### src/rtl/vga_rect_compositor_if.sv
// Descriptor write / commit port of vga_rect_compositor.
// wr_border exists only when VGA_RECT_BORDER_EN is defined.
interface vga_rect_compositor_if #(
  parameter int IDX_W   = 2,
  parameter int COLOR_W = 4
);
  logic                   wr_valid;
  logic                   wr_ready;
  logic [IDX_W-1:0]       wr_idx;
  logic [10:0]            wr_x0;
  logic [10:0]            wr_x1;
  logic [9:0]             wr_y0;
  logic [9:0]             wr_y1;
  logic [3*COLOR_W-1:0]   wr_color;
  logic                   wr_en;
`ifdef VGA_RECT_BORDER_EN
  logic                   wr_border;
`endif
  logic                   commit;
  logic                   commit_pending;

  modport master (
`ifdef VGA_RECT_BORDER_EN
    output wr_border,
`endif
    output wr_valid, wr_idx, wr_x0, wr_x1, wr_y0, wr_y1, wr_color, wr_en, commit,
    input  wr_ready, commit_pending
  );

  modport slave (
`ifdef VGA_RECT_BORDER_EN
    input  wr_border,
`endif
    input  wr_valid, wr_idx, wr_x0, wr_x1, wr_y0, wr_y1, wr_color, wr_en, commit,
    output wr_ready, commit_pending
  );
endinterface

### src/rtl/vga_rect_compositor.sv
// SVGA compositor of NUM_RECTS prioritised rectangles with frame-synchronous shadow commit.
// Define VGA_RECT_BORDER_EN to add per-slot outline-only mode (wr_border).
module vga_rect_compositor #(
  parameter int          NUM_RECTS = 4,
  parameter int          COLOR_W   = 4,
  parameter logic [15:0] STB_INC   = 16'h6666,
  parameter int          H_ACTIVE  = 800,
  parameter int          H_FP      = 40,
  parameter int          H_SYNC    = 128,
  parameter int          H_BP      = 88,
  parameter int          V_ACTIVE  = 600,
  parameter int          V_FP      = 1,
  parameter int          V_SYNC    = 4,
  parameter int          V_BP      = 23,
  parameter int          IDX_W     = (NUM_RECTS > 1) ? $clog2(NUM_RECTS) : 1
) (
  input  logic                 CLK,
  input  logic                 RST_BTN,
  vga_rect_compositor_if.slave wr,
  output logic                 frame_start,
  output logic                 VGA_HS_O,
  output logic                 VGA_VS_O,
  output logic [COLOR_W-1:0]   VGA_R,
  output logic [COLOR_W-1:0]   VGA_G,
  output logic [COLOR_W-1:0]   VGA_B
);
  localparam int H_TOTAL = H_ACTIVE + H_FP + H_SYNC + H_BP;
  localparam int V_TOTAL = V_ACTIVE + V_FP + V_SYNC + V_BP;
  localparam int CW      = 3 * COLOR_W;

  typedef struct packed {
    logic [10:0]   x0;
    logic [10:0]   x1;
    logic [9:0]    y0;
    logic [9:0]    y1;
    logic [CW-1:0] color;
    logic          en;
`ifdef VGA_RECT_BORDER_EN
    logic          border;
`endif
  } slot_t;

  slot_t                shadow [NUM_RECTS];
  slot_t                active [NUM_RECTS];
  slot_t                wr_slot;
  logic [15:0]          acc;
  logic                 pix_stb;
  logic [10:0]          h;
  logic [9:0]           v;
  logic                 h_last, v_last, copy_pt, ready_q, pending, wr_fire;
  logic [NUM_RECTS-1:0] hit, hit_p1;
  logic                 act_p1, hs_p1, vs_p1;
  logic [CW-1:0]        pick, color_p2;

  assign h_last            = (h == 11'(H_TOTAL - 1));
  assign v_last            = (v == 10'(V_TOTAL - 1));
  assign copy_pt           = pix_stb && h_last && v_last;
  assign frame_start       = copy_pt;
  // Writes are refused on the copy cycle so a handshake can never race the shadow-to-active copy.
  assign wr.wr_ready       = ready_q && !copy_pt;
  assign wr.commit_pending = pending;
  assign wr_fire           = wr.wr_valid && wr.wr_ready;

  always_comb begin
    wr_slot       = '0;
    wr_slot.x0    = wr.wr_x0;
    wr_slot.x1    = wr.wr_x1;
    wr_slot.y0    = wr.wr_y0;
    wr_slot.y1    = wr.wr_y1;
    wr_slot.color = wr.wr_color;
    wr_slot.en    = wr.wr_en;
`ifdef VGA_RECT_BORDER_EN
    wr_slot.border = wr.wr_border;
`endif
  end

  always_ff @(posedge CLK or posedge RST_BTN) begin
    if (RST_BTN) begin
      acc     <= '0;
      pix_stb <= 1'b0;
      h       <= '0;
      v       <= '0;
      ready_q <= 1'b0;
    end else begin
      {pix_stb, acc} <= {1'b0, acc} + {1'b0, STB_INC};
      ready_q        <= 1'b1;
      if (pix_stb) begin
        if (h_last) begin
          h <= '0;
          v <= v_last ? '0 : v + 10'd1;
        end else begin
          h <= h + 11'd1;
        end
      end
    end
  end

  always_ff @(posedge CLK or posedge RST_BTN) begin
    if (RST_BTN) begin
      pending <= 1'b0;
      for (int i = 0; i < NUM_RECTS; i++) begin
        shadow[i] <= '0;
        active[i] <= '0;
      end
    end else begin
      for (int i = 0; i < NUM_RECTS; i++)
        if (wr_fire && wr.wr_idx == IDX_W'(i)) shadow[i] <= wr_slot;
      if (copy_pt) begin
        if (pending)
          for (int i = 0; i < NUM_RECTS; i++) active[i] <= shadow[i];
        pending <= wr.commit;
      end else if (wr.commit) begin
        pending <= 1'b1;
      end
    end
  end

  always_comb begin
    hit = '0;
    for (int i = 0; i < NUM_RECTS; i++) begin
      hit[i] = active[i].en && (h >= active[i].x0) && (h < active[i].x1) &&
               (v >= active[i].y0) && (v < active[i].y1);
`ifdef VGA_RECT_BORDER_EN
      if (active[i].border)
        hit[i] = hit[i] && ((h == active[i].x0) || (h == active[i].x1 - 11'd1) ||
                            (v == active[i].y0) || (v == active[i].y1 - 10'd1));
`endif
    end
  end

  always_comb begin
    pick = '0;
    for (int i = NUM_RECTS - 1; i >= 0; i--)
      if (hit_p1[i]) pick = active[i].color;
  end

  always_ff @(posedge CLK or posedge RST_BTN) begin
    if (RST_BTN) begin
      hit_p1   <= '0;
      act_p1   <= 1'b0;
      hs_p1    <= 1'b0;
      vs_p1    <= 1'b0;
      color_p2 <= '0;
      VGA_HS_O <= 1'b0;
      VGA_VS_O <= 1'b0;
    end else if (pix_stb) begin
      // stage 1: hit vector, active-region flag, raw syncs
      hit_p1   <= hit;
      act_p1   <= (h < 11'(H_ACTIVE)) && (v < 10'(V_ACTIVE));
      hs_p1    <= (h >= 11'(H_ACTIVE + H_FP)) && (h < 11'(H_ACTIVE + H_FP + H_SYNC));
      vs_p1    <= (v >= 10'(V_ACTIVE + V_FP)) && (v < 10'(V_ACTIVE + V_FP + V_SYNC));
      // stage 2: resolved colour with syncs kept in step
      color_p2 <= act_p1 ? pick : '0;
      VGA_HS_O <= hs_p1;
      VGA_VS_O <= vs_p1;
    end
  end

  assign VGA_R = color_p2[CW-1 -: COLOR_W];
  assign VGA_G = color_p2[2*COLOR_W-1 -: COLOR_W];
  assign VGA_B = color_p2[COLOR_W-1:0];
endmodule

### src/flat_wrapper.sv
// flat-port wrapper written by rule: the top's interface ports become plain ports
module vga_rect_compositor_flat 
#(
  parameter int          NUM_RECTS = 4,
  parameter int          COLOR_W   = 4,
  parameter logic [15:0] STB_INC   = 16'h6666,
  parameter int          H_ACTIVE  = 800,
  parameter int          H_FP      = 40,
  parameter int          H_SYNC    = 128,
  parameter int          H_BP      = 88,
  parameter int          V_ACTIVE  = 600,
  parameter int          V_FP      = 1,
  parameter int          V_SYNC    = 4,
  parameter int          V_BP      = 23,
  parameter int          IDX_W     = (NUM_RECTS > 1) ? $clog2(NUM_RECTS) : 1
)
  (CLK, RST_BTN, frame_start, VGA_HS_O, VGA_VS_O, VGA_R, VGA_G, VGA_B, wr_wr_valid, wr_wr_idx, wr_wr_x0, wr_wr_x1, wr_wr_y0, wr_wr_y1, wr_wr_color, wr_wr_en, wr_commit, wr_wr_ready, wr_commit_pending);
  vga_rect_compositor_if #(.IDX_W(IDX_W), .COLOR_W(COLOR_W)) wr_i ();
  input  logic CLK;
  input  logic RST_BTN;
  output logic frame_start;
  output logic VGA_HS_O;
  output logic VGA_VS_O;
  output logic [COLOR_W-1:0] VGA_R;
  output logic [COLOR_W-1:0] VGA_G;
  output logic [COLOR_W-1:0] VGA_B;
  input wire logic [$bits(wr_i.wr_valid)-1:0] wr_wr_valid;
  input wire logic [$bits(wr_i.wr_idx)-1:0] wr_wr_idx;
  input wire logic [$bits(wr_i.wr_x0)-1:0] wr_wr_x0;
  input wire logic [$bits(wr_i.wr_x1)-1:0] wr_wr_x1;
  input wire logic [$bits(wr_i.wr_y0)-1:0] wr_wr_y0;
  input wire logic [$bits(wr_i.wr_y1)-1:0] wr_wr_y1;
  input wire logic [$bits(wr_i.wr_color)-1:0] wr_wr_color;
  input wire logic [$bits(wr_i.wr_en)-1:0] wr_wr_en;
  input wire logic [$bits(wr_i.commit)-1:0] wr_commit;
  output wire logic [$bits(wr_i.wr_ready)-1:0] wr_wr_ready;
  output wire logic [$bits(wr_i.commit_pending)-1:0] wr_commit_pending;
  assign wr_i.wr_valid = wr_wr_valid;
  assign wr_i.wr_idx = wr_wr_idx;
  assign wr_i.wr_x0 = wr_wr_x0;
  assign wr_i.wr_x1 = wr_wr_x1;
  assign wr_i.wr_y0 = wr_wr_y0;
  assign wr_i.wr_y1 = wr_wr_y1;
  assign wr_i.wr_color = wr_wr_color;
  assign wr_i.wr_en = wr_wr_en;
  assign wr_i.commit = wr_commit;
  assign wr_wr_ready = wr_i.wr_ready;
  assign wr_commit_pending = wr_i.commit_pending;
  vga_rect_compositor #(.NUM_RECTS(NUM_RECTS), .COLOR_W(COLOR_W), .STB_INC(STB_INC), .H_ACTIVE(H_ACTIVE), .H_FP(H_FP), .H_SYNC(H_SYNC), .H_BP(H_BP), .V_ACTIVE(V_ACTIVE), .V_FP(V_FP), .V_SYNC(V_SYNC), .V_BP(V_BP), .IDX_W(IDX_W)) u_core (.CLK(CLK), .RST_BTN(RST_BTN), .wr(wr_i), .frame_start(frame_start), .VGA_HS_O(VGA_HS_O), .VGA_VS_O(VGA_VS_O), .VGA_R(VGA_R), .VGA_G(VGA_G), .VGA_B(VGA_B));
endmodule
### config.mk
export PLATFORM = sky130hd
export DESIGN_NAME = vga_rect_compositor_flat
export DESIGN_NICKNAME = d
export VERILOG_FILES = /design/src/rtl/vga_rect_compositor_if.sv /design/src/rtl/vga_rect_compositor.sv /design/src/flat_wrapper.sv
export SDC_FILE = /design/constraint.sdc
export NUM_CORES = 1
export LEC_CHECK = 0
export ABC_CLOCK_PERIOD_IN_PS = 21000
export CAP_MARGIN = 0
export CORE_ASPECT_RATIO = 1.25
export CORE_UTILIZATION = 25
export DETAILED_ROUTE_END_ITERATION = 10
export PLACE_DENSITY_LB_ADDON = 0.12
export SLEW_MARGIN = 20
export SYNTH_ARGS = -nofsm -noshare
export SYNTH_HDL_FRONTEND = slang
export SYNTH_SLANG_ARGS = --single-unit
### constraint.sdc
create_clock -name CLK -period 21 [get_ports CLK]
set_input_delay 4.2 -clock CLK [delete_from_list [all_inputs] [get_ports CLK]]
set_output_delay 4.2 -clock CLK [all_outputs]
set_load 0.05 [all_outputs]
==> summary.txt, run 1 <==
Status
  – Status: finished, violations left
  – Failing checks: DRC

Power and ir drop
  – Clock power frac: roughly 44%
  – Worst ir drop on vdd: about 0.055 mV
  – Sw Share: roughly 23%
  – Switching Power: between 500 and 600 uW
  – Internal power: roughly 1700 uW
  – Sequential Power Share: approximately 49%
  – Power per cell area: 82.5 nW/um2
  – Leak: between 0.01 and 0.015 uW
  – Power Total: between 2000 and 2500 uW
  – Combinational power share: 6.7%

Global route
  – GRT overflow: 0
  – Vias in the first global route: around 15k
  – GRT Resource Usage Total: about an eighth
  – Largest net degree at the start of global routing: 91
  – First-pass GRT wire length: ~92000 um
  – Antenna violations before repair: 1

Yosys
  – Most common cell in the netlist: dfrtp_1
  – Post-synth EDFFs: 0
  – Syn Area/Cell: between 10 and 15 um2
  – Post-synth top cells: 500 x dfrtp_1, 389 x mux2_2, 168 x inv_1, 166 x ha_1, 80 x a21oi_1
  – Yosys warning total: 0
  – Post-synth cell types: 58
  – Top FF cell, synth: dfrtp_1
  – Mapped Area: 23300 um2
  – Synth Register Bits: 500
  – Leading area contributor after synthesis: dfrtp_1
  – Synth Net Count: 1999
  – Ys async rst share: 100%
  – Post-Synthesis Cells: about 1.8k
  – Sequential area share after synthesis: 53.7%
  – Top post-synthesis cells by area: dfrtp_1 54%, mux2_2 19%, ha_1 8.9%
  – Post-synth top area share: approximately 54%

STA
  – Setup-failing EPs final: 0
  – Period utilization: a little over a third
  – Least-Margin Pin Slew: between 1000 and 1500 ps
  – Slew Limit Headroom: between 20 and 30%
  – Crit path time final: roughly 7400 ps
  – Fmax: between 100 and 150 MHz
  – Hold slack final: ~470 ps
  – Min setup slack post-route: about 14000 ps
  – Clock Skews: about 22 ps
  – Setup TNS: 0 ps
  – Final max-slew violation count: 0
  – RSZ-0062 raised after global routing: false
  – Hold Violations, Final: 0

Clock tree
  – H-tree Lvls: 2
  – CTS tree: done
  – Clock root buffer: clkbuf_16
  – Clk Latency, worst-skew pair: about 620 ps
  – Clk pin slew, worst setup/hold paths: ~60 ps
  – Number of clock sinks: 500
  – Clock Path Buffers: 3
  – Post-cts sizing count: 0
  – CTS Buf Count: 56
  – Hold-fix buffers, CTS: 0
  – Setup Fix Bufs, Post-CTS: 0

Setup path
  – CP max FO: 12
  – Crit path DAT: approximately 3200 ps
  – Critical path startpoint category: register
  – Kind of end point of the critical path: output pin
  – Required @ worst endpoint: 16800 ps
  – Kind of critical path: reg -> out

Die
  – Die H: ~340 um
  – Die Wd: between 200 and 300 um
  – Core area: between 90000 and 100000 um2
  – Die Footprint: ~94000 um2
  – Num ports: around 80
  – Placement Rows: between 100 and 150
  – Initial Util: between 20% and 30%

Place
  – GPL Wtd Cong: roughly 0.74
  – IO Port Bufs: 77
  – Detail Placement HPWL: between 30000 and 40000 um
  – Worst Setup Slack post-DPL: approximately 13000 ps

Min path
  – Hold crit path type: reg -> reg

Route
  – Drt pass-1 iters: 7
  – Routed len/inst: ~19 um
  – Routed vias: roughly 14k
  – Routed WL: 58700 um
  – Iter 0 DRT Violations: 518
  – Routed vias/inst: approximately 4.4
  – Antenna-violating nets left: 0
  – Drt drc: 7

Run
  – Maxcap violations: 0

Cells and area
  – Layout area overhead: 17.1%
  – FILL cells: around 9.4k
  – Fin nets: 2088
  – Sequential cell area: 12500 um2
  – Area occupied by multi-input gates: approximately 10000 um2
  – Share of layout cells above drive strength 1: about 30%
  – N_diodes: 0
-- path summary, 6_finish.rpt --
| kind | from | to | slack (ps) | cells after the start |
|---|---|---|---|---|
| max | u_core.h[1] | frame_start | 13560 | 5 |
| min | u_core.acc[1] | u_core.acc[1] | 470 | 1 |
| max reg2reg | u_core.v[7] | u_core.active[10] | 16580 | 8 |
| min reg2reg | u_core.acc[1] | u_core.acc[1] | 470 | 1 |
| max in group asynchronous | RST_BTN | u_core.wr.commit_pending | 13690 | 5 |
| min in group asynchronous | RST_BTN | u_core.shadow[89] | 4110 | 2 |
-- final cells by class --
type / instances / share of cell area (%)
Clock buffer: 76 / 5.89
Timing Repair Buffer: 96 / 3.35
Inverter: 168 / 2.34
Multi-Input combinational cell: 1039 / 36.1
Sequential cell: 500 / 45.9
Clock inverter: 28 / 0.973
Tap cell: 1197 / 5.49
-- worst max-delay path: stages (launching register included) --
cell and delay, ps:
dfrtp_1 680, ha_1 300, inv_1 110, nor4bb_4 350, and2_4 330, clkdlybuf4s50_1 850
-- per-layer routing --
metal	up-vias	global-route usage, %	routed length, um
met4	2	3.49	1280
met2	157	21.9	28800
met3	77	2.56	2290
met1	6975	16.4	26300
met5	-	0	8
li1	6400	-	-
-- cells in the final DEF, fill, tap and decap left out, drive strengths merged, types with 39 or more instances in the layout --
cell,netlist,final
nor2,41,41
ha,166,166
inv,168,169
clkbuf,17,76
mux2,442,442
clkdlybuf4s50,0,77
nand2,58,58
a21oi,80,80
o21ai,39,39
dfrtp,500,500
-- power by group through the flow --
stage / Sequential [uW] / Combinational (uW) / Clock, uW
after floorplan: 1110 / 117 / 0
after global placement: 1120 / 150 / 0
after global routing: 1110 / 167 / 1080
final: 1100 / 151 / 996
after CTS: 1100 / 156 / 1040
after detailed placement: 1120 / 156 / 0
-- flip-flops by register name (all words and copies together), names as in the netlist, 4 cells and up --
signal	flops
u_core.acc	15
u_core.active	220
u_core.color_p2	12
u_core.h	11
u_core.hit_p1	4
u_core.shadow	220
u_core.v	10
-- kinds of logic (layout without fill, tap and decap cells) --
group,after synthesis,count (layout),share of synthesized area [%]
AOI/OAI and AO/OA,204,204,5.49
xor gates and xnor gates,27,27,1.02
adders and majority gates,166,166,8.92
buffers and inverters,233,368,4.20
DFF,500,500,53.7
muxes,444,444,22.3
other,1,1,0.0161
and+or+nand+nor,197,197,4.34
-- per-stage QoR --
stage	util [%]	instance area (um2)	instances
floorplan	-	23300	1772
global placement	27.6	25400	3000
detailed placement	27.6	25400	3000
CTS	29.7	27300	3104
global route	29.7	27300	3104
finish	29.7	27300	3104
Note: power is estimated with default switching activity, not from simulation.
==> run 2: changes to the inputs <==
Settings changed: ABC_CLOCK_PERIOD_IN_PS 21000 to 6200.
Clock period 21 ns to 6.2 ns, I/O delays scaled along.
==> run 2 against run 1 <==
  * Global-route usage is 0.30 points lower
  * Critical path type unchanged
  * Wire length shrank 2.4%
  * Hold slack worse by 6.5 ps
  * Clock-buffer cell count unchanged
  * Total power grew to 3.4 times the previous value
  * The run still ends with DRC left
  * Non-clock buffer count is 3 higher
  * First-iteration DRC count grew 1.2%
  * Combinational power increased to 3.4 times the previous value
==> summary.txt, run 2 (synthesized netlist as in run 1, its figures left out) <==
Setup path
  – Required @ worst endpoint: 4960 ps (-11840 ps)
  – Critical path cell sequence: ha_1 -> inv_1 -> nor4bb_4 -> buf_4 -> and2_4 -> clkdlybuf4s50_1
  – Cell depth of the worst flop-to-flop path: 8 (unchanged)
  – Slowest stage cell, crit path: clkdlybuf4s50_1
  – Critical path startpoint category: register
  – Worst R2R Start: u_core.h[1]
  – Kind of end point of the critical path: output pin
  – Reg-to-Reg End: u_core.shadow[208]
  – CP max FO: 17 (+5)
  – Kind of critical path: reg -> out
  – CP max stage delay: 840 ps (about the same)
  – FF-to-FF setup slack: 2650 ps (-13930 ps)
  – Crit path DAT: 3370 ps (+130 ps)
  – Setup crit start: u_core.h[1]

Cells and area
  – Post-route cell area: 27300 um2 (+0.12%)
  – Share of layout cells above drive strength 1: 29.3% (-0.33 points)
  – Commonest non-fill, non-tap cell in the layout: dfrtp_1
  – FILL cells: 9359 (-0.053%)
  – Largest registers: u_core.active x220, u_core.shadow x220, u_core.acc x15
  – Sequential cell area: 12500 um2 (unchanged)
  – N_diodes: 0 (unchanged)
  – Area occupied by multi-input gates: 9830 um2 (about the same)
  – Final Util: 29.7% (+0.037 points)
  – Layout area overhead: 17.3%
  – Fin nets: 2091 (+0.14%)
  – Most frequent cells in the layout: 499 x dfrtp_1, 389 x mux2_2, 167 x inv_1

Global route
  – Met1 usage: 16.4% (about the same)
  – GRT Resource Usage Total: 12.6% (-0.30 points)
  – First-pass GRT wire length: 91000 um (-1.5%)
  – Largest net degree at the start of global routing: 134 (+47%)
  – GRT busiest layer: met2
  – Met2 GRT Util: 21.1% (-0.78 points)
  – Vias in the first global route: 14.8k (-0.87%)
  – GRT overflow: 0 (unchanged)
  – Antenna violations before repair: 2 (+1)
  – Routing usage on met3: 2.28% (-0.28 points)

Min path
  – Hold Crit Endpoint: u_core.acc[1]
  – Hold_sp: u_core.acc[1]
  – Hold depth: 1 (unchanged)
  – Hold crit path type: reg -> reg

Place
  – GPL Wtd Cong: 0.781 (+5.2%)
  – IO Port Bufs: 77 (unchanged)
  – Detail Placement HPWL: 37700 um (-1.0%)
  – DP Area: 25500 um2 (+0.29%)

Route
  – Routed len/inst: 18.5 um (-2.2%)
  – Routed vias/inst: 4.35 (-0.84%)
  – Drt drc: 5 (-2)
  – Routed WL: 57300 um (-2.4%)
  – Iter 0 DRT Violations: 524 (+1.2%)
  – Antenna-violating nets left: 0 (unchanged)
  – Drt pass-1 iters: 9 (+2)
  – Routed vias: 13.5k (-1.0%)

Die
  – Die Wd: 275 um (unchanged)
  – Initial Util: 25.3% (unchanged)
  – Num ports: 78 (unchanged)
  – Core area: 91800 um2 (unchanged)
  – Die Footprint: 94400 um2 (unchanged)
  – Placement Rows: 124 (unchanged)
  – Die H: 343 um (unchanged)

Status
  – Failing checks: DRC
  – Status: finished, violations left

STA
  – Crit path time final: ~4600 ps
  – Hold slack final: 459 ps (-6.49 ps)
  – Hold Violations, Final: 0 (unchanged)
  – Setup-failing EPs final: 0 (unchanged)
  – RSZ-0062 raised after global routing: false
  – Period utilization: approximately 74%
  – Slew Limit Headroom: 30.9% (+3.0 points)
  – Least-Margin Pin Slew: 1040 ps (-44.4 ps)
  – Clock Skews: 22.2 ps (+0.384 ps)
  – Final max-slew violation count: 0 (unchanged)
  – Fmax: roughly 220 MHz

Power and ir drop
  – Worst ir drop on vdd: 0.193 mV (+250%)
  – Leak: 0.0125 uW (about the same)
  – Power Total: 7560 uW (+240%)
  – Power per cell area: 277 nW/um2 (+240%)

Clock tree
  – Clock root buffer: clkbuf_16
  – CTS tree: done
  – H-tree Lvls: 2 (unchanged)
  – CTS Buf Count: 56 (unchanged)
  – Setup Fix Bufs, Post-CTS: 0 (unchanged)
  – Clock Path Buffers: 3 (unchanged)
  – Clk Latency, worst-skew pair: 620 ps (about the same)
  – Clk pin slew, worst setup/hold paths: 60 ps (about the same)
  – Hold-fix buffers, CTS: 0 (unchanged)
  – Post-cts sizing count: 0 (unchanged)
  – Number of clock sinks: 500 (unchanged)

Run
  – Maxcap violations: 0 (unchanged)
[run 2: changes by cell type in the layout (fill, tap and decap cells not counted), sizes merged]
cell	delta
clkinv	-11
buf	+3
clkinvlp	+2
[run 2: metrics by stage]
| stage | TNS [ps] | cells | setup WS (ps) |
|---|---|---|---|
| detailed placement | 0 | 3002 | 2170 |
| global placement | 0 | 3002 | 2180 |
| finish | 0 | 3098 | 1590 |
| CTS | 0 | 3097 | 1480 |
| global route | 0 | 3098 | 1340 |
| floorplan | -912240 | 1772 | -1820 |
[run 2: final cells by class]
cell class,count,share of cell area [%]
Sequential cell,500,45.8
Clock buffer,76,5.85
Multi-Input combinational cell,1039,36.0
Tap cell,1197,5.49
Clock inverter,19,0.761
Timing Repair Buffer,99,3.73
Inverter,168,2.32
[run 2: how the worst max path moves through the flow]
stage	slack [ps]	depth (start not counted)	endpoint
finish	1590	6	frame_start
global route	1340	5	frame_start
CTS	1480	6	frame_start
detailed placement	2170	6	frame_start
global placement	2180	5	frame_start
floorplan	-1820	1	u_core.VGA_HS_O
[run 2: worst max-delay path: cells and delay by family, from the launching register on]
family        cells  cell delay [ps]
buf+inv           3             1200
flops             1              650
simple gates      2              590
fa+ha+maj         1              290
[run 2: where the power goes]
| part | leakage (uW) | switching [uW] | internal [uW] |
|---|---|---|---|
| Clock | 0.000894 | 1360 | 1950 |
| Combinational | 0.00514 | 187 | 322 |
| Sequential | 0.00649 | 154 | 3580 |
| Total | 0.0125 | 1700 | 5860 |
[run 2: layer usage]
layer | share of wire, % | vias up
met5 | 0.033 | -
met4 | 2.2 | 4
met3 | 3.6 | 80
met2 | 48 | 167
met1 | 46 | 6834
li1 | - | 6386
==> run 3: changes to the inputs <==
Settings changed: ABC_CLOCK_PERIOD_IN_PS 6200 to 4730.
Clock period 6.2 ns to 4.73 ns, I/O delays scaled along.
==> run 3 against run 2 <==
  * The run still ends with DRC left
  * Via count increased by 0.89%
  * Wire length increased by 2.3%
  * Hold slack got worse by 2.1 ps
  * Combinational power increased by 32%
  * Critical endpoint unchanged
  * Highest routed layer unchanged
==> summary.txt, run 3 (synthesized netlist as in run 1, its figures left out) <==
Die
  – Die Wd: 275 um (unchanged)
  – Core area: 91800 um2 (unchanged)
  – Die Footprint: 94400 um2 (unchanged)
  – Num ports: 78 (unchanged)
  – Initial Util: 25.3% (unchanged)
  – Placement Rows: 124 (unchanged)
  – Die H: 343 um (unchanged)

Power and ir drop
  – Power per cell area: 369 nW/um2 (+33%)
  – Worst ir drop on vdd: 0.246 mV (+28%)
  – Power Total: 10200 uW (+34%)
  – Leak: 0.0126 uW (+0.83%)

Clock tree
  – Setup Fix Bufs, Post-CTS: 0 (unchanged)
  – Post-cts sizing count: 0 (unchanged)
  – Clk Latency, worst-skew pair: 630 ps (about the same)
  – Clock root buffer: clkbuf_16
  – Clk pin slew, worst setup/hold paths: 60 ps (about the same)
  – Number of clock sinks: 500 (unchanged)
  – H-tree Lvls: 2 (unchanged)
  – Hold-fix buffers, CTS: 0 (unchanged)
  – CTS Buf Count: 57 (+1.8%)
  – Clock Path Buffers: 3 (unchanged)
  – CTS tree: done

Cells and area
  – N_diodes: 0 (unchanged)
  – Commonest non-fill, non-tap cell in the layout: dfrtp_1
  – Layout area overhead: 18.1%
  – Fin nets: 2093 (+0.096%)
  – Share of layout cells above drive strength 1: 29.7% (+0.41 points)
  – Most frequent cells in the layout: 498 x dfrtp_1, 389 x mux2_2, 167 x inv_1
  – Largest registers: u_core.active x220, u_core.shadow x220, u_core.acc x15

Min path
  – Hold crit path type: reg -> reg
  – Hold depth: 1 (unchanged)
  – Hold Crit Endpoint: u_core.acc[1]
  – Hold_sp: u_core.acc[1]

Place
  – IO Port Bufs: 77 (unchanged)
  – Detail Placement HPWL: 37800 um (+0.17%)
  – GPL Wtd Cong: 0.772 (-1.1%)
  – Worst Setup Slack post-DPL: 988 ps (-1180 ps)

Route
  – Drt pass-1 iters: 7 (-2)
  – Routed len/inst: 18.8 um (+1.9%)
  – Drt drc: 6 (+1)
  – Routed vias/inst: 4.37 (+0.44%)
  – Antenna-violating nets left: 0 (unchanged)
  – Routed WL: 58600 um (+2.3%)
  – Routed vias: 13.6k (+0.89%)
  – Iter 0 DRT Violations: 452 (-14%)

STA
  – Period utilization: around nine tenths
  – Clock Skews: 24.0 ps (+1.76 ps)
  – RSZ-0062 raised after global routing: false
  – Fmax: approximately 230 MHz
  – Slew Limit Headroom: 34.3% (+3.4 points)
  – Final max-slew violation count: 0 (unchanged)
  – Least-Margin Pin Slew: 985 ps (-51.4 ps)
  – Setup-failing EPs final: 0 (unchanged)
  – Hold Violations, Final: 0 (unchanged)
  – Min setup slack post-route: 426 ps (-1170 ps)
  – Crit path time final: ~4300 ps

Setup path
  – CP max FO: 12 (-5)
  – Worst R2R Start: u_core.h[1]
  – Required @ worst endpoint: 3780 ps (-1180 ps)
  – Kind of critical path: reg -> out
  – Crit path DAT: 3360 ps (about the same)
  – Kind of end point of the critical path: output pin
  – Reg-to-Reg End: u_core.active[5]
  – Cell depth of the worst flop-to-flop path: 7 (-1)
  – Setup crit start: u_core.h[1]
  – Critical path startpoint category: register
  – FF-to-FF setup slack: 1460 ps (-1190 ps)

Global route
  – First-pass GRT wire length: 92500 um (+1.7%)
  – Antenna violations before repair: 5 (+3)
  – GRT overflow: 0 (unchanged)
  – Largest net degree at the start of global routing: 119 (-11%)
  – Vias in the first global route: 15.1k (+2.4%)
  – GRT Resource Usage Total: 12.8% (+0.26 points)

Run
  – Maxcap violations: 0 (unchanged)

Status
  – Failing checks: DRC
  – Status: finished, violations left
==> run 3: cell types whose count changed in the layout (fill, tap and decap cells not counted), sizes merged <==
cell      delta
bufinv       +1
clkinvlp     -1
clkbuf       +7
buf          +1
inv          -1
clkinv       +7
==> run 3: how the worst max path moves through the flow <==
stage                       to  depth (start not counted)
2_1_floorplan  u_core.VGA_HS_O                          1
3_3_place_gp       frame_start                          4
3_5_place_dp       frame_start                          5
4_1_cts            frame_start                          4
5_1_grt            frame_start                          5
6_report           frame_start                          5
==> run 3: critical path: stages (launching register included) <==
cell and delay (ps):
dfrtp_1 650, ha_1 290, inv_1 90, nor4bb_4 510, and2_4 360, clkdlybuf4s50_1 840
==> run 3: metal layers <==
layer  vias up  global-route usage [%]  wire length, um
li1       6418                       -                -
met1      6910                    16.6            26700
met2       157                    21.5            28300
met3        96                    2.48             2090
met4        10                    3.79             1480
met5         -                       0               66
==> run 3: cell type report <==
type,count,area (um2)
multi-input combinational,1039,9830
tap,1197,1500
inverter,168,634
timing repair buffer,100,1070
fill,9302,64300
clock buffer,83,1690
clock inverter,25,268
sequential,500,12500
==> run 3: power by group <==
part / internal (uW) / switching (uW)
registers: 4690 / 204
logic: 424 / 249
clock network: 2740 / 1840
total: 7860 / 2300
==> run 3: through the flow <==
| stage | std cells | utilization [%] | hold slack [ps] | setup TNS, ps | cell area, um2 |
|---|---|---|---|---|---|
| 2_1_floorplan | 1772 | - | 430 | -1500240 | 23300 |
| 3_3_place_gp | 3004 | 27.8 | 447 | 0 | 25500 |
| 3_5_place_dp | 3004 | 27.8 | 449 | 0 | 25500 |
| 4_1_cts | 3112 | 29.9 | 457 | 0 | 27500 |
| 5_1_grt | 3112 | 29.9 | 473 | 0 | 27500 |
| 6_report | 3112 | 29.9 | 457 | 0 | 27500 |
